File: config.mk
export PLATFORM = sky130hd
export DESIGN_NAME = ras_ckpt
export DESIGN_NICKNAME = d
export VERILOG_FILES = /design/src/rtl/ras_ckpt.sv
export SDC_FILE = /design/constraint.sdc
export NUM_CORES = 1
export LEC_CHECK = 0
export CAP_MARGIN = 20
export CORE_AREA = 4 4 168 170
export DETAILED_ROUTE_END_ITERATION = 8
export DIE_AREA = 0 0 172 174
export PLACE_DENSITY = 0.65
export SYNTH_ARGS = -nofsm -noshare
export SYNTH_HDL_FRONTEND = slang
export SYNTH_SLANG_ARGS = --single-unit
File: constraint.sdc
create_clock -name CLK -period 2.65 [get_ports CLK]
set_input_delay 0.795 -clock CLK [delete_from_list [all_inputs] [get_ports CLK]]
set_output_delay 0.795 -clock CLK [all_outputs]
set_load 0.01 [all_outputs]
File: src/rtl/ras_ckpt.sv
// Return address stack for fetch prediction: circular buffer of return targets with (index,count) checkpoint/restore.
// Latency: ret_target/ret_valid/checkpoint/overflow/underflow are combinational from current state; updates land on the next CLK edge.
// Backpressure: none; every push/pop/restore is accepted each cycle (full overwrites oldest, empty pop is a no-op). Optional macro RAS_STAT_EN adds event counters.
module ras_ckpt #(
   parameter int RAS_ENTRIES      = 8,
   parameter int RAS_INDEX_WIDTH  = $clog2(RAS_ENTRIES),
   parameter int RAS_TARGET_WIDTH = 31,
   parameter int STAT_WIDTH       = 16
) (
   input  logic                        CLK,
   input  logic                        RST,
   input  logic                        push_valid,
   input  logic [RAS_TARGET_WIDTH-1:0] push_target,
   input  logic                        pop_valid,
   output logic                        ret_valid,
   output logic [RAS_TARGET_WIDTH-1:0] ret_target,
   output logic [RAS_INDEX_WIDTH-1:0]  ras_index,
   output logic [RAS_INDEX_WIDTH:0]    ras_count,
   input  logic                        restore_valid,
   input  logic [RAS_INDEX_WIDTH-1:0]  restore_index,
   input  logic [RAS_INDEX_WIDTH:0]    restore_count,
   output logic                        overflow,
   output logic                        underflow
`ifdef RAS_STAT_EN
   ,
   output logic [STAT_WIDTH-1:0]       stat_overflow_cnt,
   output logic [STAT_WIDTH-1:0]       stat_underflow_cnt
`endif
);

   // Occupancy value meaning "every slot holds a live return address".
   localparam logic [RAS_INDEX_WIDTH:0] LP_FULL = (RAS_INDEX_WIDTH+1)'(RAS_ENTRIES);

   // Stack storage and checkpointable state.
   logic [RAS_TARGET_WIDTH-1:0] r_entry [RAS_ENTRIES];
   logic [RAS_INDEX_WIDTH-1:0]  r_ptr;
   logic [RAS_INDEX_WIDTH:0]    r_count;

   // Decoded operation for this cycle; restore suppresses push/pop entirely.
   logic                        w_empty;
   logic                        w_full;
   logic                        w_push_only;
   logic                        w_pop_only;
   logic                        w_push_pop;
   logic [RAS_INDEX_WIDTH-1:0]  w_ptr_inc;
   logic [RAS_INDEX_WIDTH-1:0]  w_ptr_dec;
   logic [RAS_INDEX_WIDTH:0]    w_restore_cnt;

   // Operation decode and pointer arithmetic (pointers wrap naturally at RAS_INDEX_WIDTH bits).
   always_comb begin
      w_empty       = (r_count == '0);
      w_full        = (r_count == LP_FULL);
      w_push_only   = push_valid & ~pop_valid & ~restore_valid;
      w_pop_only    = pop_valid & ~push_valid & ~restore_valid;
      w_push_pop    = push_valid & pop_valid & ~restore_valid;
      w_ptr_inc     = r_ptr + RAS_INDEX_WIDTH'(1);
      w_ptr_dec     = r_ptr - RAS_INDEX_WIDTH'(1);
      // A restored occupancy can never exceed the physical depth.
      w_restore_cnt = (restore_count > LP_FULL) ? LP_FULL : restore_count;
   end

   // Outputs are pure functions of pre-edge state plus this cycle's requests.
   always_comb begin
      ret_valid  = ~w_empty;
      ret_target = r_entry[r_ptr];
      ras_index  = r_ptr;
      ras_count  = r_count;
      overflow   = w_push_only & w_full;
      underflow  = w_pop_only & w_empty;
   end

   // Pointer and occupancy update: reset, then restore, then push/pop.
   always_ff @(posedge CLK) begin
      if (RST) begin
         r_ptr   <= '0;
         r_count <= '0;
      end else if (restore_valid) begin
         r_ptr   <= restore_index;
         r_count <= w_restore_cnt;
      end else if (w_push_pop) begin
         // Call-and-return replaces the top in place; an empty stack gains one entry.
         if (w_empty) begin
            r_count <= (RAS_INDEX_WIDTH+1)'(1);
         end
      end else if (w_push_only) begin
         r_ptr <= w_ptr_inc;
         // When full, the oldest slot is silently reused and occupancy stays at depth.
         if (!w_full) begin
            r_count <= r_count + (RAS_INDEX_WIDTH+1)'(1);
         end
      end else if (w_pop_only && !w_empty) begin
         r_ptr   <= w_ptr_dec;
         r_count <= r_count - (RAS_INDEX_WIDTH+1)'(1);
      end
   end

   // Entry writes; pops and restores leave contents alone so stale data can be re-exposed by a restore.
   always_ff @(posedge CLK) begin
      if (RST) begin
         for (int i = 0; i < RAS_ENTRIES; i++) begin
            r_entry[i] <= '0;
         end
      end else if (w_push_pop) begin
         r_entry[r_ptr] <= push_target;
      end else if (w_push_only) begin
         r_entry[w_ptr_inc] <= push_target;
      end
   end

`ifdef RAS_STAT_EN
   logic [STAT_WIDTH-1:0] r_ovf_cnt;
   logic [STAT_WIDTH-1:0] r_unf_cnt;

   // Saturating counts of cycles flagged overflow/underflow.
   always_ff @(posedge CLK) begin
      if (RST) begin
         r_ovf_cnt <= '0;
         r_unf_cnt <= '0;
      end else begin
         if (overflow && (r_ovf_cnt != '1)) begin
            r_ovf_cnt <= r_ovf_cnt + STAT_WIDTH'(1);
         end
         if (underflow && (r_unf_cnt != '1)) begin
            r_unf_cnt <= r_unf_cnt + STAT_WIDTH'(1);
         end
      end
   end

   // Counter export.
   always_comb begin
      stat_overflow_cnt  = r_ovf_cnt;
      stat_underflow_cnt = r_unf_cnt;
   end
`endif

endmodule

# --- After elaboration in Yosys (flattened, before gate mapping) ---
# Memory sizes are Yosys's and may differ from the RTL's. A register that Yosys moved wholly into a read port is not among the register bits.
# Cells that the tools add are included.
op_classes:
  n_div: 0
  n_mux: 28
  n_shift: 0
  order_cmp: 1
  eq_ne: 4
  bitwise_logic: 12
  n_reduce_logical: 9
  multipliers: 0
  n_addsub: 4
ops:
  columns: ["operator", "n"]
  rows:
  - ["$mux W31", 2]
  - ["$reduce_or A31 Y1", 2]
  - ["$mux W4", 7]
  - ["$mux W3", 8]
  - ["$mux W1", 11]
  - ["$and A1 B1 Y1", 8]
  - ["$add A4 B1 Y4 const B", 1]
  - ["$eq A4 B4 Y1 const B", 1]
  - ["$gt A4 B4 Y1 const B", 1]
  - ["$logic_not A4 Y1", 1]
  - ["$ne A4 B3 Y1 const B", 1]
  - ["$not A1 Y1", 4]
  - ["$reduce_bool A4 Y1", 1]
  - ["$sub A4 B1 Y4 const B", 1]
  - ["$add A3 B1 Y3 const B", 1]
  - ["$ne A3 B3 Y1 const B", 1]
  - ["$reduce_and A3 Y1", 1]
  - ["$reduce_bool A3 Y1", 1]
  - ["$sub A3 B1 Y3 const B", 1]
  - ["$ne A2 B2 Y1 const B", 1]
  - ["$reduce_and A2 Y1", 1]
  - ["$logic_and A1 B1 Y1", 1]
  - ["$logic_not A1 Y1", 1]
totals:
  latch_bits: 0
  ramBits: 248
  rom_bits: 0
  elab_cells: 61
  inputBits: 43
  mem_count: 1
  regBits: 7
  out_inout_bits: 41
memory_table:
  columns: ["memory", "depth", "word_bits", "read_ports", "rd_ports_with_merged_regs", "wr", "line", "rtl"]
  rows:
  - ["r_entry", 8, 31, 1, 1, 8, "35", "logic [RAS_TARGET_WIDTH-1:0] r_entry [RAS_ENTRIES];"]

# --- Longest topological paths before layout ---
# Gate-level depths: netlist (run 1).
depth:
  word_depth: 10
  ltp_mapped: 10

# --- Least setup slack after synthesis (run 1) ---
# OpenSTA, ideal clock, no wires.
synth_path:
  path_kind: "input to register"
  startpoint: "in push_valid"
  endpoint: "mem r_entry[4][0] (enable)"
  required_time_ns: 2.276
  cell_stages: 6
  arrival_time_ns: 2.313
  setup_ns: 0.374
  n_path_buf: 1
  slack_ns: -0.037
  path_cell_list: "buf_4 > nor4b_4 > nand2_2 > xor2_1 > nor3_2 > or2_2"
synth_lines:
  columns: ["item", "line", "rtl"]
  rows:
  - ["start, declared", "12", "input logic push_valid,"]
  - ["end, declared", "35", null]

==> results of run 1 <==
[power by group]
group	switching, mW	internal, mW
combinational	0.637	0.779
clock	1.54	2.24
sequential	0.0707	4.65
total	2.25	7.66
[metrics by stage]
stage / hold WS [ns] / power [mW] / setup slack [ns] / utilization, %
after floorplan: 0.6496 / 5.427 / 0.01181 / -
final: 0.6044 / 9.909 / -0.3489 / 55.73
after global placement: 0.5883 / 6.038 / -0.5142 / 51.12
after detailed placement: 0.5974 / 6.074 / -0.6252 / 51.12
after CTS: 0.6412 / 9.959 / -0.4284 / 55.64
after global routing: 0.6689 / 10.25 / -0.4106 / 55.73
[tightest hold or removal path, cell delays in order, from the launching register on]
cell and delay (ns):
sky130_fd_sc_hd__dfxtp_2 0.35, sky130_fd_sc_hd__a21oi_1 0.13, sky130_fd_sc_hd__a221oi_1 0.08
[repair_timing]
action,CTS,global route
setup buffers,10,2
resized for setup,177,39
cloned,5,0
pin swaps,1,4
endpoints found under the setup margin,35,70
[routing by layer]
layer  up-vias  global-route usage, %  routed length, um
met2       199                  34.14              14800
met5         -                      0                 21
met3        55                  3.548               1642
met4         4                  4.356                586
met1      3579                  25.84              11960
li1       3068                      -                  -
[logic make-up (layout without fill, tap and decap cells)]
kind of cell	after synthesis	count (layout)	synth area share, %
buf+inv	55	213	2.023
mux	96	96	14.95
flops	258	258	64.38
compound gates	26	26	1.538
simple gates	306	306	16.11
xor+xnor	7	7	0.5795
fa+ha+maj	4	4	0.4214
[worst max path at each step]
stage | from | slack, ns | depth (start not counted) | to
2_1_floorplan | pop_valid | 0.01 | 10 | ras_count[3]
3_3_place_gp | pop_valid | -0.51 | 6 | overflow
3_5_place_dp | pop_valid | -0.63 | 11 | ras_count[3]
4_1_cts | flop | -0.43 | 7 | ret_target[20]
5_1_grt | flop | -0.41 | 6 | ret_target[19]
6_report | flop | -0.35 | 6 | ret_target[17]
[sequential cells by signal (all words and copies together), names as in the netlist, named ones only]
signal,flops
ras_index,3
r_entry,248
ras_count,4
[area by class of cell]
| cell class | count | share of cell area (%) |
|---|---|---|
| clock buffers | 38 | 5.234 |
| clock inverters | 10 | 0.6720 |
| inverters | 6 | 0.1512 |
| multi-input cells | 439 | 27.76 |
| flip-flops and latches | 258 | 51.40 |
| well taps | 341 | 2.865 |
| repair buffers | 159 | 11.91 |
[layout by cell type (no fill, tap or decap), types with 4 or more instances in the layout]
cell type	n
sky130_fd_sc_hd__and2_1	248
sky130_fd_sc_hd__buf_12	24
sky130_fd_sc_hd__buf_4	48
sky130_fd_sc_hd__buf_6	32
sky130_fd_sc_hd__clkbuf_1	7
sky130_fd_sc_hd__clkbuf_16	29
sky130_fd_sc_hd__clkdlybuf4s50_1	46
sky130_fd_sc_hd__clkinv_2	4
sky130_fd_sc_hd__dfxtp_1	5
sky130_fd_sc_hd__dfxtp_2	4
sky130_fd_sc_hd__edfxtp_1	248
sky130_fd_sc_hd__ha_1	4
sky130_fd_sc_hd__inv_1	6
sky130_fd_sc_hd__mux2_2	5
sky130_fd_sc_hd__mux2_4	26
sky130_fd_sc_hd__mux4_2	62
sky130_fd_sc_hd__nand2_1	7
sky130_fd_sc_hd__nand3_1	4
sky130_fd_sc_hd__nor2_1	7
sky130_fd_sc_hd__nor3_1	8
sky130_fd_sc_hd__nor3_2	8
sky130_fd_sc_hd__o21ai_0	7
sky130_fd_sc_hd__or2_4	6
==> results.txt, run 1 <==
The pin count of the biggest net entering global routing is 33. The cell that appears most often on the critical path is sky130_fd_sc_hd__buf_12. TritonCTS built the clock tree. The worst setup path is launched from a flop. The count of antenna-violating nets left after detailed routing came out at 0.

The critical path start-end classification is flop to output pin. The storage element area is 0.007656 mm^2. The net count after synthesis came out at 799. Setup repair after global routing could not meet its margin everywhere. In this run, the number of DRC markers left after iteration 0 of detailed routing was 480. The post-route minimum period came out at 2.999 ns. The multi-input combinational cells in the finished layout cover a total of 0.004135 mm^2.

The slew of the pin with the lowest slew margin is 0.6369 ns. The standard cell core area came out at 0.02673 mm^2. The capture point of the worst reg-to-reg path is r_entry[2][22]. The initial utilization of the core area, before any placement, comes to 44.44%. The checks that failed: setup timing. The critical path's slowest cell is sky130_fd_sc_hd__mux4_2. The count of non-filler cells in the finished layout is 1251. The number of synthesis warnings is 0. Yosys mapped the design onto 43 distinct sky130hd cell types. The achievable clock frequency came out at 0.3335 GHz. The number of vias after detailed routing is 6905. The largest stage delay on the critical path came out at 0.53 ns. By area the synthesized netlist is led by sky130_fd_sc_hd__edfxtp_1, sky130_fd_sc_hd__and2_1, sky130_fd_sc_hd__mux4_2, sky130_fd_sc_hd__mux2_2, sky130_fd_sc_hd__dfxtp_1. The total detailed-routing wirelength is 29010 um. The relative slew slack came out at 56.44%. For the worst flop-to-flop path, the logic depth is 7. Clock tree synthesis selected as its root buffer the cell sky130_fd_sc_hd__clkbuf_16. The worst hold path begins at ras_count[2]. The worst path setup slack after routing is -0.3489 ns. The average footprint of a synthesized cell came out at 15.79 um^2. IR analysis of the VDD net gives a maximum drop of 476.4 uV. The quantity of I/O buffers inserted on ports came out at 83. Clock-pin slew was measured on the worst setup and hold paths at 0.06 ns.

The final hold violation count is 0. The number of antenna cells inserted is 0. Fill cells in the final layout number 2101. The worst clock skew on the final layout is 0.009867 ns. The tightest min-delay check is of the flop to flop type. The congestion estimate from routability-driven global placement came to 0.8639.

The flow ran to the end, but the final reports show violations. The cell leakage power came out at 5.564 nW. The number of placed instances, taps included came out at 1192. The vias per cell came out at 5.520. The worst path buffer plus inverter count came out at 4.

The via count of the first global-routing pass came out at 7610. The post-synthesis sequential element count came out at 258. The area fraction of the dominant cell type after synthesis is 62.70%.

The finished cells cover 0.01489 mm^2. The final layout net count is 939. Of all nets on the critical path, the largest fanout is 7. Once placement finished, the instance area stood at 0.01366 mm^2. The gate count of the mapped netlist came out at 752. By count the netlist is led by sky130_fd_sc_hd__and2_1, sky130_fd_sc_hd__edfxtp_1, sky130_fd_sc_hd__mux4_2. Counting flops with a built-in enable in the synthesized netlist gives 248.

The ratio of cells with drive above 1 in the final layout is 29.67%. The floorplan die height came out at 174 um. The arrival time at the worst endpoint is 2.20 ns. The worst hold path terminates at ras_count[2]. The detailed-route DRC error count came out at 0. The final-layout setup total negative slack came out at -9.975 ns. Counting the buffers created by CTS gives 28. In the final routed layout, each cell accounts on average for 23.19 um. The post-route fraction of the period consumed by the critical path is 113.2%. The proportion of synthesized chip area in sequential cells is 64.38%. After synthesis the cells add up to 0.01188 mm^2.

The maximum root-to-sink buffer count came out at 3. The total congestion overflow after global routing came out at 0. The final number of max-transition violations is 0. Across all register-to-register paths, the minimum setup slack is 0.48 ns. The number of hold buffers added after CTS came out at 0.

The final-report setup violation count came out at 31. The clock sink count is 258. The area growth from synthesis to layout is 25.40%. The share of flip-flops with an asynchronous set or reset after synthesis is 0%. The startpoint identified for the worst register-to-register timing path is ras_index[1]. The die boundary width is 172 um.

The clock latency on the worst-skew pair came out at 0.53 ns. For this design the top-level I/O count stands at 84. The overall routing resource usage came out at 19.65%. The worst endpoint required time came out at 1.86 ns. The HPWL after detailed placement is 17510 um. The global-route wire length before repair is 44880 um. The area enclosed by the die boundary is 0.02993 mm^2. The areal power density over the cells came out at 665.3 mW/mm^2. The initial antenna violation count was 3.

The number of optimization iterations in the first detailed-route pass came out at 4. Summed over all instances, the cell type with the most area after synthesis is sky130_fd_sc_hd__edfxtp_1. The most used flip-flop cell after synthesis is sky130_fd_sc_hd__edfxtp_1. The number of placement rows came out at 60. STA classifies the critical path endpoint as an output pin.

The cell family contributing the most delay on the critical path is multiplexers. The number of cells traversed by the worst hold path is 2. The max-capacitance violation count is 0. The CTS H-tree depth came out at 1. The signal on the critical path passes through buf_12, buf_8, buf_12, mux4_2, mux2_4, buf_6.
Note: power is estimated with default switching activity, not from simulation.
==> run 2, diff against run 1 <==
--- a/config.mk
+++ b/config.mk
@@ -6,9 +6,9 @@
 export NUM_CORES = 1
 export LEC_CHECK = 0
 export CAP_MARGIN = 20
-export CORE_AREA = 4 4 168 170
+export CORE_AREA = 5 5 169 171
 export DETAILED_ROUTE_END_ITERATION = 8
-export DIE_AREA = 0 0 172 174
+export DIE_AREA = 0 0 174 176
 export PLACE_DENSITY = 0.65
 export SYNTH_ARGS = -nofsm -noshare
 export SYNTH_HDL_FRONTEND = slang
==> results.txt, run 2 (synthesized netlist as in run 1, its figures left out) <==
The flow ran to the end, but the final reports show violations. The final reports fail on setup timing. The worst endpoint required time is 1.86 ns (about the same). The initial antenna violation count is 1 (-2).

The vias per cell came out at 5.496 (-0.43%). The via count of the first global-routing pass came out at 7435 (-2.3%). The number of cells traversed by the worst hold path came out at 2 (unchanged).

The cell family contributing the most delay on the critical path is multiplexers. The detailed router's first-iteration violation count was 564 (+18%). The arrival time at the worst endpoint was 2.22 ns (+0.02 ns). The detailed-route DRC error count came to 0 (unchanged). The design area is 0.01490 mm^2 (about the same). The slew of the pin with the lowest slew margin came out at 0.5628 ns (-0.07415 ns). The number of filler instances in the final layout was 2088 (-0.62%). The worst setup path is launched from a flop. The largest stage delay on the critical path came out at 0.52 ns (about the same). The total detailed-routing wirelength is 28380 um (-2.2%). The cell leakage power came out at 5.540 nW (-0.42%). The wire length per cell came to 22.74 um (-1.9%). The number of buffers inserted during clock tree synthesis came out at 26 (-7.1%). Setup repair after global routing could not meet its margin everywhere. The clock transition at the register clock pins on the worst setup and hold paths after CTS was 0.06 ns (about the same). The highest fanout seen on the critical path came out at 7 (unchanged). The final standard cell utilization of the core is 55.75% (about the same). The number of vias after detailed routing came out at 6859 (-0.67%).

The count of antenna-violating nets left after detailed routing was 0 (unchanged). The global routing stage identified its most utilized layer as met2. The global-route track usage on met3 is 2.291% (-1.3 points).

The maximum root-to-sink buffer count is 3 (unchanged). The final hold violation count came out at 0 (unchanged). The met1 global-route usage came out at 25.16% (-0.68 points).

The largest individual stage delay along the critical path comes from the cell sky130_fd_sc_hd__mux4_2. The max-capacitance violation count came out at 0 (unchanged). The clock sink count was 258 (unchanged). The die boundary width came to 174 um (+1.2%). STA classifies the critical path endpoint as an output pin. The standard cell core area came out at 0.02673 mm^2 (unchanged). The relative slew slack was 62.09% (+5.6 points). The achievable clock frequency came out at 0.3319 GHz (-0.47%). The length in cells of the worst reg-to-reg path was 8 (+1). The global-route wire length before repair is 43640 um (-2.8%). The number of placement rows is 60 (unchanged).

The final weighted congestion in routability-driven placement is 0.8467 (-2.0%). The worst path setup slack after routing was -0.3631 ns (-0.01425 ns). The post-route minimum period is 3.013 ns (+0.01425 ns).

Traced cell by cell, the critical path runs through buf_12, buf_8, buf_16, mux4_2, mux2_4, buf_6. The ratio of cells with drive above 1 in the final layout came out at 29.14% (-0.53 points). The cell at the root of the clock tree is sky130_fd_sc_hd__clkbuf_16.

The post-route fraction of the period consumed by the critical path is 113.7% (+0.54 points). The worst voltage drop across the vdd grid came to 427.3 uV (-10%). The type of the most critical hold path is flop to flop.

The areal power density over the cells came out at 651.3 mW/mm^2 (-2.1%). The number of gates on the worst path with buffers counted came out at 6 (unchanged). The overall power consumption is 9.705 mW (-2.1%).

The area enclosed by the die boundary is 0.03062 mm^2 (+2.3%). The met2 routing resource usage after global routing came to 32.17% (-2.0 points). The total placed instance area came out at 0.01347 mm^2 (-1.4%). The flip-flop count of the largest register, all copies and words added came out at 248 (unchanged). The floorplan die height was 176 um (+1.1%).

The final number of max-transition violations is 0 (unchanged). The critical path in this run is classified as flop to output pin. The effective utilization at floorplan came out at 44.44% (unchanged). The overall routing resource usage is 18.35% (-1.3 points). The worst path buffer plus inverter count came out at 4 (unchanged). The CTS H-tree depth came to 1 (unchanged). The relative area change from synthesis to final layout is 25.45% (about the same). The pin count of the biggest net entering global routing came to 35 (+6.1%). The final-report setup violation count is 31 (unchanged). The number of optimization iterations in the first detailed-route pass is 5 (+1). In the layout the commonest cells are sky130_fd_sc_hd__and2_1, sky130_fd_sc_hd__edfxtp_1, sky130_fd_sc_hd__mux4_2.

The final layout net count came out at 933 (-0.64%). The worst-case setup slack after placement came out at -0.6134 ns (+0.01185 ns). The sum of net half-perimeters after detailed placement is 16380 um (-6.5%).

The quantity of I/O buffers inserted on ports came out at 83 (unchanged). The worst clock skew on the final layout is 0.01024 ns (+0.0003697 ns). TritonCTS built the clock tree. The number of ports placed on the die boundary is 84 (unchanged). The total congestion overflow after global routing came out at 0 (unchanged).

The clock latency on the worst-skew pair came out at 0.51 ns (-0.02 ns). The register with the most flip-flops in the final layout is r_entry.
run 2: changes by cell type in the layout (fill, tap and decap cells not counted), sizes merged:
| cell | before | now |
|---|---|---|
| inv | 7 | 6 |
| buf | 107 | 100 |
| clkbuf | 39 | 40 |
| clkinv | 7 | 6 |
| diode | 0 | 1 |
| or2 | 9 | 12 |
| clkinvlp | 0 | 1 |
run 2: per-stage QoR:
step	setup TNS, ns	hold WS, ns	std cells
2_1_floorplan	0	0.6496	752
3_3_place_gp	-196.69	0.6240	1175
3_5_place_dp	-244.83	0.6276	1175
4_1_cts	-11.01	0.6191	1245
5_1_grt	-11.89	0.6546	1248
6_report	-9.529	0.6183	1248
run 2: cell type report:
| class | count | area, um^2 | area share (%) |
|---|---|---|---|
| antenna | 1 | 2.502 | 0.01679 |
| clock buffer | 39 | 720.7 | 4.837 |
| clock inverter | 9 | 98.84 | 0.6634 |
| inverter | 6 | 22.52 | 0.1511 |
| multi-input combinational | 442 | 4185 | 28.09 |
| sequential | 258 | 7656 | 51.38 |
| tap | 341 | 426.7 | 2.863 |
| timing repair buffer | 152 | 1788 | 12.00 |
run 2: layer usage:
metal | up-vias | wire, um
li1 | 3078 | -
met1 | 3520 | 11680
met2 | 235 | 14660
met3 | 26 | 1731
met4 | 0 | 298
met5 | - | 0
run 2: tightest hold or removal path, cell delays in order (launching register included):
cell,delay (ns)
sky130_fd_sc_hd__dfxtp_2,0.36
sky130_fd_sc_hd__a21oi_1,0.13
sky130_fd_sc_hd__a221oi_1,0.08
run 2: what timing repair did:
item,4_1_cts,5_1_grt
pin swaps,0,3
setup buffers,17,5
hold endpoints to repair,0,0
hold buffers,0,0
gates resized for setup,208,41
cloned,7,3
setup endpoints to repair,117,127
run 2: final timing paths:
check / slack, ns / end / startpoint
worst max-delay path: -0.36 / ret_target[13] / flop
worst min-delay path: 0.62 / ras_count[2] / ras_count[2]
worst max register to register: 0.34 / r_entry[0][15] / ras_index[0]
worst min register to register: 0.62 / ras_count[2] / ras_count[2]
run 2: power by group:
part           internal (mW)  switching, mW
logic                  0.810          0.647
registers               4.65         0.0713
clock network           2.08           1.45
==> run 3, diff against run 2 <==
--- a/config.mk
+++ b/config.mk
@@ -10,6 +10,8 @@
 export DETAILED_ROUTE_END_ITERATION = 8
 export DIE_AREA = 0 0 174 176
 export PLACE_DENSITY = 0.65
+export SLEW_MARGIN = 20
 export SYNTH_ARGS = -nofsm -noshare
 export SYNTH_HDL_FRONTEND = slang
 export SYNTH_SLANG_ARGS = --single-unit
+export TNS_END_PERCENT = 10
==> results.txt, run 3 (synthesized netlist as in run 1, its figures left out) <==
The wire length per cell is 22.39 um (-1.5%). The total detailed-routing wirelength came out at 27790 um (-2.1%). The initial antenna violation count was 0 (-1). The quantity of I/O buffers inserted on ports came out at 83 (unchanged). The pin count of the biggest net entering global routing came out at 36 (+2.9%). The clock latency on the worst-skew pair came to 0.53 ns (+0.02 ns). The critical path start-end classification is flop to output pin. The detailed-route DRC error count was 0 (unchanged). The post-route minimum period came out at 2.931 ns (-0.08198 ns). The areal power density over the cells was 680.0 mW/mm^2 (+4.4%). The largest stage delay on the critical path was 0.52 ns (about the same).

On the critical path the largest part of the delay comes from multiplexers. The checks that failed: setup timing. The number of placement rows came out at 60 (unchanged). The relative slew slack came to 57.70% (-4.4 points).

The register containing the most flip-flops in the final layout is r_entry. The slew of the pin with the lowest slew margin came out at 0.6185 ns (+0.05569 ns). The count of antenna-violating nets left after detailed routing is 0 (unchanged).

The max-capacitance violation count came to 0 (unchanged). Clock tree synthesis selected as its root buffer the cell sky130_fd_sc_hd__clkbuf_16. Traced cell by cell, the critical path runs through buf_6, buf_12, mux4_2, mux2_4, buf_6. The kind of capture point of the worst setup path is an output pin. The number of hold buffers added after CTS is 0 (unchanged). The detailed router's first-iteration violation count is 582 (+3.2%). The final hold violation count was 0 (unchanged). The worst path buffer plus inverter count is 3 (-1).

The floorplan die height is 176 um (unchanged). The highest fanout seen on the critical path was 7 (unchanged). The storage element area came out at 0.007659 mm^2 (about the same). The number of antenna cells inserted is 0 (-1). The run finished, with violations left. The min-delay analysis places its worst path in the category flop to flop. The ratio of cells with drive above 1 in the final layout came to 29.22% (+0.083 points).

The standard cell core area came out at 0.02673 mm^2 (unchanged). The clock transition at the register clock pins on the worst setup and hold paths after CTS came to 0.06 ns (about the same). The number of optimization iterations in the first detailed-route pass came out at 5 (unchanged). The achievable clock frequency is 0.3412 GHz (+2.8%). The vias per cell is 5.411 (-1.5%). The number of placed instances, taps included came out at 1182 (+0.60%). The final weighted congestion in routability-driven placement came to 0.8404 (-0.74%).

The global-route wire length before repair came out at 43270 um (-0.85%). The effective utilization at floorplan came out at 44.44% (unchanged). The overall routing resource usage is 18.18% (-0.17 points).

The via count of the first global-routing pass is 7320 (-1.5%). The most prevalent standard cell on the critical path is sky130_fd_sc_hd__buf_6. The number of ports placed on the die boundary was 84 (unchanged).

The total congestion overflow after global routing came out at 0 (unchanged). The CTS H-tree depth came out at 1 (unchanged). The arrival time at the worst endpoint is 2.14 ns (-0.08 ns). The worst setup path is launched from a flop.

The die boundary width is 174 um (unchanged). The number of filler instances in the final layout is 2089 (+0.048%). The maximum root-to-sink buffer count is 3 (unchanged). Setup repair after global routing could not meet its margin everywhere.

The overall power consumption came out at 10.10 mW (+4.1%). The area taken by multi-input logic gates came out at 0.004124 mm^2 (-1.5%). The number of buffers inserted during clock tree synthesis came out at 27 (+3.8%).

The sum of net half-perimeters after detailed placement came out at 16520 um (+0.87%). The cell leakage power was 5.520 nW (-0.36%). The worst voltage drop across the vdd grid is 429.7 uV (+0.56%). The final layout net count came out at 927 (-0.64%). Leaving out fill and tap cells, the most frequent cells in the layout are sky130_fd_sc_hd__and2_1, sky130_fd_sc_hd__edfxtp_1, sky130_fd_sc_hd__mux4_2. The final number of max-transition violations is 0 (unchanged). The worst hold margin came to 0.6529 ns (+0.03465 ns). The flip-flop count of the largest register, all copies and words added is 248 (unchanged). The worst-case setup slack after placement came out at -0.4734 ns (+0.1400 ns). The worst path setup slack after routing came out at -0.2811 ns (+0.08198 ns).

The area enclosed by the die boundary came out at 0.03062 mm^2 (unchanged). The worst endpoint required time came to 1.86 ns (about the same). The post-route fraction of the period consumed by the critical path came out at 110.6% (-3.1 points).

Among all stages on the critical path, the largest delay is contributed by sky130_fd_sc_hd__mux4_2. The number of vias after detailed routing is 6715 (-2.1%). Relative to the synthesized area, the layout overhead comes to 25.07%. The final-report setup violation count is 31 (unchanged). The clock sink count is 258 (unchanged). The worst clock skew on the final layout came out at 0.02284 ns (+0.01261 ns). TritonCTS built the clock tree. The count of non-filler cells in the finished layout is 1241 (-0.56%).
-- run 3: worst paths after layout --
kind / from / endpoint / slack, ns / cells after the start
worst min-delay path: ras_count[2] / ras_count[2] / 0.65 / 2
worst max-delay path: flop / ret_target[24] / -0.28 / 5
worst max register to register: ras_index[0] / r_entry[0][22] / 0.51 / 8
worst min register to register: ras_count[2] / ras_count[2] / 0.65 / 2
-- run 3: worst min-delay path: cells and delay by family (launching register included) --
family | cells | cell delay (ns)
flip-flops | 1 | 0.37
AO/OA/AOI/OAI | 2 | 0.24
-- run 3: per-layer routing --
layer / share of wire, % / wire, um / vias to the layer above / track usage [%]
met1: 42 / 11700 / 3439 / 24.67
met3: 5.6 / 1548 / 32 / 2.612
met2: 51 / 14170 / 186 / 31.81
met5: 0 / 0 / - / 0
li1: - / - / 3058 / -
met4: 1.3 / 371 / 0 / 3.398
-- run 3: repair_timing --
item                       in CTS  in global routing
setup buffers                   8                  0
setup endpoints to repair      34                 95
gates cloned                    5                  0
resized for setup             190                 16
-- run 3: metrics by stage --
step | area [um^2] | TNS, ns | utilization, %
finish | 14860 | -7.624 | 55.59
global route | 14860 | -9.703 | 55.59
CTS | 14860 | -9.442 | 55.62
detailed placement | 13590 | -194.14 | 50.84
global placement | 13590 | -187.20 | 50.84
floorplan | 11880 | -2.242 | -
-- run 3: cell type report --
| type | instances | share of cell area, % |
|---|---|---|
| clock buffers | 30 | 4.624 |
| clock inverters | 19 | 1.727 |
| inverters | 6 | 0.1516 |
| multi-input cells | 439 | 27.76 |
| flip-flops and latches | 258 | 51.55 |
| well taps | 341 | 2.872 |
| repair buffers | 148 | 11.31 |
-- run 3: where the power goes --
part	switching (mW)	leakage (nW)	internal, mW
Combinational	0.625	2.41	0.758
Sequential	0.0732	2.66	4.65
Clock	1.54	0.458	2.46
